<file path="src/rtl/md5_crack_pkg.sv">
// Shared types and constants for the MD5 brute-force job controller.
package md5_crack_pkg;

  localparam int unsigned MAX_LEN  = 15;
  localparam int unsigned GUESS_W  = 128;
  localparam int unsigned DIGEST_W = 128;

  typedef enum logic [1:0] {
    StIdle,
    StRun,
    StDrain,
    StDone
  } state_e;

  // LSB of character idx; character 0 sits in the top byte of the guess word.
  function automatic int unsigned byte_lsb(input int unsigned idx);
    return GUESS_W - 8 * (idx + 1);
  endfunction

endpackage

</file>
<file path="src/rtl/md5_guess_odometer.sv">
// Keyspace odometer: the last character of the guess increments fastest and a
// character at the high bound wraps to the low bound and carries left.
module md5_guess_odometer
  import md5_crack_pkg::*;
(
  input  logic               i_clk,
  input  logic               i_reset,
  input  logic               i_load,
  input  logic               i_advance,
  input  logic [3:0]         i_len,
  input  logic [7:0]         i_lo,
  input  logic [7:0]         i_hi,
  output logic [GUESS_W-1:0] o_guess,
  output logic               o_last
);

  logic [GUESS_W-1:0] r_guess;
  logic [GUESS_W-1:0] w_load_val;
  logic [GUESS_W-1:0] w_next;
  logic               w_last;
  logic               w_carry;

  // Load value, successor guess and "every active character at hi" flag.
  always_comb begin
    w_load_val = '0;
    w_next     = r_guess;
    w_last     = 1'b1;
    w_carry    = 1'b1;
    for (int i = 0; i < MAX_LEN; i++) begin
      if (4'(i) < i_len) begin
        w_load_val[byte_lsb(i) +: 8] = i_lo;
        if (r_guess[byte_lsb(i) +: 8] != i_hi) begin
          w_last = 1'b0;
        end
      end
    end
    for (int i = MAX_LEN - 1; i >= 0; i--) begin
      if ((4'(i) < i_len) && w_carry) begin
        if (r_guess[byte_lsb(i) +: 8] == i_hi) begin
          w_next[byte_lsb(i) +: 8] = i_lo;
        end else begin
          w_next[byte_lsb(i) +: 8] = r_guess[byte_lsb(i) +: 8] + 8'd1;
          w_carry = 1'b0;
        end
      end
    end
  end

  // Guess register: load wins over advance.
  always_ff @(posedge i_clk) begin
    if (i_reset) begin
      r_guess <= '0;
    end else if (i_load) begin
      r_guess <= w_load_val;
    end else if (i_advance) begin
      r_guess <= w_next;
    end
  end

  assign o_guess = r_guess;
  assign o_last  = w_last;

endmodule

</file>
<file path="src/rtl/md5_crack_scheduler.sv">
// Job controller for one MD5 pipeline: issues one guess per clock, tracks each
// guess through the fixed pipeline latency and reports the first digest match.
module md5_crack_scheduler
  import md5_crack_pkg::*;
#(
  parameter int unsigned PIPE_LATENCY = 4
) (
  input  logic                i_clk,
  input  logic                i_reset,
  input  logic                i_start,
  input  logic                i_abort,
  input  logic [3:0]          i_cfg_len,
  input  logic [7:0]          i_cfg_lo,
  input  logic [7:0]          i_cfg_hi,
  input  logic [31:0]         i_cfg_count,
  input  logic [DIGEST_W-1:0] i_target,
  output logic [GUESS_W-1:0]  o_pipe_guess,
  output logic [3:0]          o_pipe_len,
  output logic                o_pipe_valid,
  input  logic [DIGEST_W-1:0] i_pipe_hash,
  output logic                o_busy,
  output logic                o_done,
  output logic                o_found,
  output logic [GUESS_W-1:0]  o_found_guess,
  output logic [31:0]         o_issued
);

  localparam int unsigned CNT_W = $clog2(PIPE_LATENCY + 2);

  state_e              r_state;
  logic [3:0]          r_len;
  logic [7:0]          r_lo;
  logic [7:0]          r_hi;
  logic [31:0]         r_count;
  logic [DIGEST_W-1:0] r_target;
  logic [31:0]         r_issued;
  logic                r_found;
  logic [GUESS_W-1:0]  r_found_guess;
  logic                r_done;
  logic                r_busy;
  logic                r_pipe_valid;
  logic [CNT_W-1:0]    r_drain_cnt;

  logic [PIPE_LATENCY-1:0] r_tag_valid;
  logic [GUESS_W-1:0]      r_tag_guess [PIPE_LATENCY];
  logic                    r_hit;
  logic [GUESS_W-1:0]      r_hit_guess;

  logic               w_idle_or_done;
  logic               w_load;
  logic               w_bad_cfg;
  logic               w_last_issue;
  logic               w_advance;
  logic [3:0]         w_odo_len;
  logic [7:0]         w_odo_lo;
  logic [7:0]         w_odo_hi;
  logic [GUESS_W-1:0] w_guess;
  logic               w_odo_last;

  assign w_idle_or_done = (r_state == StIdle) || (r_state == StDone);
  assign w_load         = i_start && !i_abort && w_idle_or_done;
  assign w_bad_cfg      = (i_cfg_len == 4'd0) || (i_cfg_lo > i_cfg_hi);
  assign w_last_issue   = ((r_count != 32'd0) && (r_issued == r_count - 32'd1)) || w_odo_last;
  // Stop advancing on the final guess so pipe_guess keeps showing it.
  assign w_advance      = (r_state == StRun) && !i_abort && !r_hit && !w_last_issue;

  // The odometer sees the incoming config on the load cycle, latched config after.
  assign w_odo_len = w_load ? i_cfg_len : r_len;
  assign w_odo_lo  = w_load ? i_cfg_lo  : r_lo;
  assign w_odo_hi  = w_load ? i_cfg_hi  : r_hi;

  md5_guess_odometer u_odometer (
    .i_clk     (i_clk),
    .i_reset   (i_reset),
    .i_load    (w_load),
    .i_advance (w_advance),
    .i_len     (w_odo_len),
    .i_lo      (w_odo_lo),
    .i_hi      (w_odo_hi),
    .o_guess   (w_guess),
    .o_last    (w_odo_last)
  );

  // Job FSM with registered status outputs; abort beats start and hits.
  always_ff @(posedge i_clk) begin
    if (i_reset) begin
      r_state       <= StIdle;
      r_len         <= '0;
      r_lo          <= '0;
      r_hi          <= '0;
      r_count       <= '0;
      r_target      <= '0;
      r_issued      <= '0;
      r_found       <= 1'b0;
      r_found_guess <= '0;
      r_done        <= 1'b0;
      r_busy        <= 1'b0;
      r_pipe_valid  <= 1'b0;
      r_drain_cnt   <= '0;
    end else if (i_abort) begin
      r_state      <= StIdle;
      r_found      <= 1'b0;
      r_done       <= 1'b0;
      r_busy       <= 1'b0;
      r_pipe_valid <= 1'b0;
    end else begin
      unique case (r_state)
        StIdle, StDone: begin
          if (i_start) begin
            r_len         <= i_cfg_len;
            r_lo          <= i_cfg_lo;
            r_hi          <= i_cfg_hi;
            r_count       <= i_cfg_count;
            r_target      <= i_target;
            r_issued      <= '0;
            r_found       <= 1'b0;
            r_found_guess <= '0;
            r_drain_cnt   <= '0;
            if (w_bad_cfg) begin
              r_state      <= StDone;
              r_done       <= 1'b1;
              r_busy       <= 1'b0;
              r_pipe_valid <= 1'b0;
            end else begin
              r_state      <= StRun;
              r_done       <= 1'b0;
              r_busy       <= 1'b1;
              r_pipe_valid <= 1'b1;
            end
          end
        end
        StRun: begin
          if (r_issued != '1) begin
            r_issued <= r_issued + 32'd1;
          end
          if (r_hit) begin
            r_state       <= StDone;
            r_found       <= 1'b1;
            r_found_guess <= r_hit_guess;
            r_done        <= 1'b1;
            r_busy        <= 1'b0;
            r_pipe_valid  <= 1'b0;
          end else if (w_last_issue) begin
            r_state      <= StDrain;
            r_pipe_valid <= 1'b0;
            r_drain_cnt  <= '0;
          end
        end
        StDrain: begin
          if (r_hit) begin
            r_state       <= StDone;
            r_found       <= 1'b1;
            r_found_guess <= r_hit_guess;
            r_done        <= 1'b1;
            r_busy        <= 1'b0;
          end else if (r_drain_cnt == CNT_W'(PIPE_LATENCY)) begin
            r_state <= StDone;
            r_done  <= 1'b1;
            r_busy  <= 1'b0;
          end else begin
            r_drain_cnt <= r_drain_cnt + 1'b1;
          end
        end
        default: r_state <= StIdle;
      endcase
    end
  end

  // Tag valid shift and registered compare; flushed outside RUN/DRAIN.
  always_ff @(posedge i_clk) begin
    if (i_reset || i_abort || w_idle_or_done) begin
      r_tag_valid <= '0;
      r_hit       <= 1'b0;
    end else begin
      r_tag_valid[0] <= r_pipe_valid;
      for (int i = 1; i < PIPE_LATENCY; i++) begin
        r_tag_valid[i] <= r_tag_valid[i-1];
      end
      r_hit <= r_tag_valid[PIPE_LATENCY-1] && (i_pipe_hash == r_target);
    end
  end

  // Tag guess payload travels alongside the valid bits; qualified by them.
  always_ff @(posedge i_clk) begin
    r_tag_guess[0] <= w_guess;
    for (int i = 1; i < PIPE_LATENCY; i++) begin
      r_tag_guess[i] <= r_tag_guess[i-1];
    end
    r_hit_guess <= r_tag_guess[PIPE_LATENCY-1];
  end

  assign o_pipe_guess  = w_guess;
  assign o_pipe_len    = r_len;
  assign o_pipe_valid  = r_pipe_valid;
  assign o_busy        = r_busy;
  assign o_done        = r_done;
  assign o_found       = r_found;
  assign o_found_guess = r_found_guess;
  assign o_issued      = r_issued;

endmodule

</file>
<file path="config.mk">
export PLATFORM = sky130hd
export DESIGN_NAME = md5_crack_scheduler
export DESIGN_NICKNAME = d
export VERILOG_FILES = /design/src/rtl/md5_crack_pkg.sv /design/src/rtl/md5_guess_odometer.sv /design/src/rtl/md5_crack_scheduler.sv
export SDC_FILE = /design/constraint.sdc
export NUM_CORES = 2
export LEC_CHECK = 0
export ABC_AREA = 1
export CORE_UTILIZATION = 45
export DETAILED_ROUTE_END_ITERATION = 8
export GPL_TIMING_DRIVEN = 0
export PLACE_DENSITY = 0.76
export SETUP_SLACK_MARGIN = 0.5
export SLEW_MARGIN = 20
export SYNTH_ARGS = -nofsm -noshare
export SYNTH_HDL_FRONTEND = slang
export SYNTH_SLANG_ARGS = --single-unit
</file>
<file path="constraint.sdc">
create_clock -name i_clk -period 3.7 [get_ports i_clk]
set_input_delay 0.925 -clock i_clk [delete_from_list [all_inputs] [get_ports i_clk]]
set_output_delay 0.925 -clock i_clk [all_outputs]
set_load 0.1 [all_outputs]
</file>
==> flow_summary.json <==
{
  "grt_max_degree": 17,
  "pin_count": 608,
  "clock_skew_ps": 44.0,
  "syn_inst": 4794,
  "synth-seq-area-share_pct": 54.4,
  "antenna_found_initial": 37,
  "drt_iter0_drc": 4492,
  "yosysTopAreaCellShare_pct": 54.4,
  "dp.cells": 6545,
  "vias_per_cell": 5.45,
  "netlist_area_um2": 39200,
  "slew_headroom_pct": 13.8,
  "htree_levels": 3,
  "crit_arrival_ps": 4170,
  "place_congestion": 1.02,
  "die_h_um": 297,
  "p_total_mw": 30.7,
  "status": "finished clean",
  "yosysUniqueCellTypes": 58,
  "grt_pass1_wl_um": 222000,
  "path_clk_slew_ps": 60,
  "wl_per_cell_um": 22.9,
  "drc": 0,
  "synth_area_leaders": "dfxtp_1 (54%), nand2_1 (8.5%), nor2_1 (5.6%)",
  "clk_latency_ps": 720,
  "firstDrtPassIters": 8,
  "die_area_um2": 88300,
  "yosys_warnings": 0,
  "yosys_most_used_dff": "dfxtp_1",
  "powerDensity_nw_per_um2": 571,
  "grtUsageTotal_pct": 33.9,
  "io_buffers": 590,
  "instances_no_fill": 6910,
  "core_area_um2": 85700,
  "layout_commonest_cell": "dfxtp_1",
  "numCtsBuffers": 102,
  "worst_setup_path_start_kind": "flip-flop",
  "layout_common_cells": "dfxtp_1 (1064), nand2_1 (820), nor2_1 (553)",
  "path_max_fanout": 6,
  "synth.largest_area_cell": "dfxtp_1",
  "vias": 37640,
  "fin_area_um2": 53700,
  "grt_pass1_vias": 33886,
  "path_class": "reg -> reg",
  "worstMarginPinSlew_ps": 1290,
  "start_util_pct": 45.8,
  "hold_path.class": "reg -> reg",
  "end_kind": "flip-flop",
  "cts_sinks": 1066,
  "reg2reg_slack_ps": 110,
  "synth_edf_count": 0,
  "setup_viol": 0,
  "hold_violations": 0,
  "cp.required_ps": 4280,
  "rows": 107,
  "leakage_nw": 23.2,
  "min_period_over_period_pct": 96.9,
  "slew_viol_final": 0,
  "cts_tree": "built",
  "syn_avg_cell_area_um2": 8.18,
  "cts-root-buf": "clkbuf_16",
  "grt_overflow_total": 0,
  "holdWs_ps": 305,
  "tns_ps": 0,
  "layout.nets": 5994,
  "post_dp_cell_area_um2": 46700,
  "grt_setup_unrepaired": "yes",
  "hpwl_um": 112000,
  "wl_um": 158000,
  "cap_violations": 0,
  "clock.fmax_mhz": 279,
  "ir_drop_mv": 0.425,
  "period_minus_slack_ps": 3590,
  "synth-async-reset-ratio_pct": 0,
  "area_delta_synth_final_pct": 37.0,
  "drive_gt1_share_pct": 13.0,
  "ys_ff_latch": 1066,
  "clockBufferDepth": 3,
  "ant_nets": 0,
  "die_x_um": 297
}
## report_power, final
part	switching, mW	internal, mW	leakage, nW	total [mW]
registers	0.636	12.4	8.71	13.1
clock network	4.74	6.09	1.71	10.8
logic	4.45	2.33	12.8	6.78
## critical path, cell delays in order, from the launching register on
cell	delay, ps
dfxtp_2	330
inv_2	40
ha_4	230
buf_6	130
nand2_4	100
nor2_8	50
buf_8	150
buf_8	140
buf_4	150
o21ai_4	290
inv_2	140
o21ai_2	290
nand2_2	130
nand2_2	90
inv_2	50
nand2_2	80
nor2_4	40
nand3_4	70
buf_6	150
buf_6	100
nand4_1	240
buf_6	270
a21oi_2	160
nor2_1	60
## kinds of logic (layout without fill, tap and decap cells)
family / Yosys count / in the layout / synth area share [%]
simple gates: 2033 / 2033 / 22.0
flops: 1066 / 1066 / 54.4
compound gates: 834 / 834 / 11.7
buf+inv: 655 / 1582 / 7.00
xor+xnor: 176 / 176 / 4.00
fa+ha+maj: 29 / 29 / 0.925
other cells: 1 / 46 / 0.00956
## path summary, 6_finish.rpt
path                      startpoint                      to  depth (start not counted)
setup / recovery          r_state[0]  u_odometer.o_guess[11]                         23
hold / removal    r_tag_guess[1][91]      r_tag_guess[2][91]                          0
setup reg to reg          r_state[0]  u_odometer.o_guess[11]                         23
hold reg to reg   r_tag_guess[1][91]      r_tag_guess[2][91]                          0
## cells in the mapped netlist (all sizes together) (29+ instances only)
cell type,n
inv,406
a21oi,294
ha,29
dfxtp,1066
o211ai,40
o21ai,387
nor3,42
xor2,125
nand3,381
xnor2,49
nand4,51
nor2,589
o22ai,45
buf,89
clkbuf,157
nand2,920
## flip-flops by register name, summed over array words and instances (netlist names), 2 cells and up
register            cells
o_pipe_len              4
u_odometer.o_guess    120
r_state                 2
r_count                32
r_tag_guess           480
r_drain_cnt             3
r_target              128
o_issued               32
o_found_guess         120
r_lo                    8
r_hi                    8
r_tag_valid             4
r_hit_guess           120
## metrics by stage
| step | util (%) | worst slack [ps] |
|---|---|---|
| finish | 62.7 | 115 |
| global route | 62.7 | 42.5 |
| CTS | 61.4 | 227 |
| detailed placement | 54.5 | -1770 |
| global placement | 54.4 | -1770 |
| floorplan | - | 514 |
## what timing repair did
item | 4_1_cts | 5_1_grt
setup endpoints to repair | 556 | 565
setup buffers | 90 | 30
hold endpoints to repair | 0 | 0
cloned | 22 | 6
pin swaps | 98 | 93
hold buffers | 0 | 0
resized for setup | 336 | 234
## layout make-up
cell class                      instances  area [um^2]
Antenna cell                           30         75.1
Buffer                                246         1570
Clock buffer                          134         2810
Clock inverter                         53          704
Fill cell                            7272        32000
Inverter                              409         1540
Multi-Input combinational cell       3088        16500
Sequential cell                      1066        21300
Tap cell                             1144         1430
Timing Repair Buffer                  740         7760
## layer usage
layer	GRT usage [%]	share of wire (%)
met3	8.79	11
met2	50.5	42
met5	0	0.052
met1	45.2	41
met4	17.7	6.0
Power figures use the tool's default switching activity.
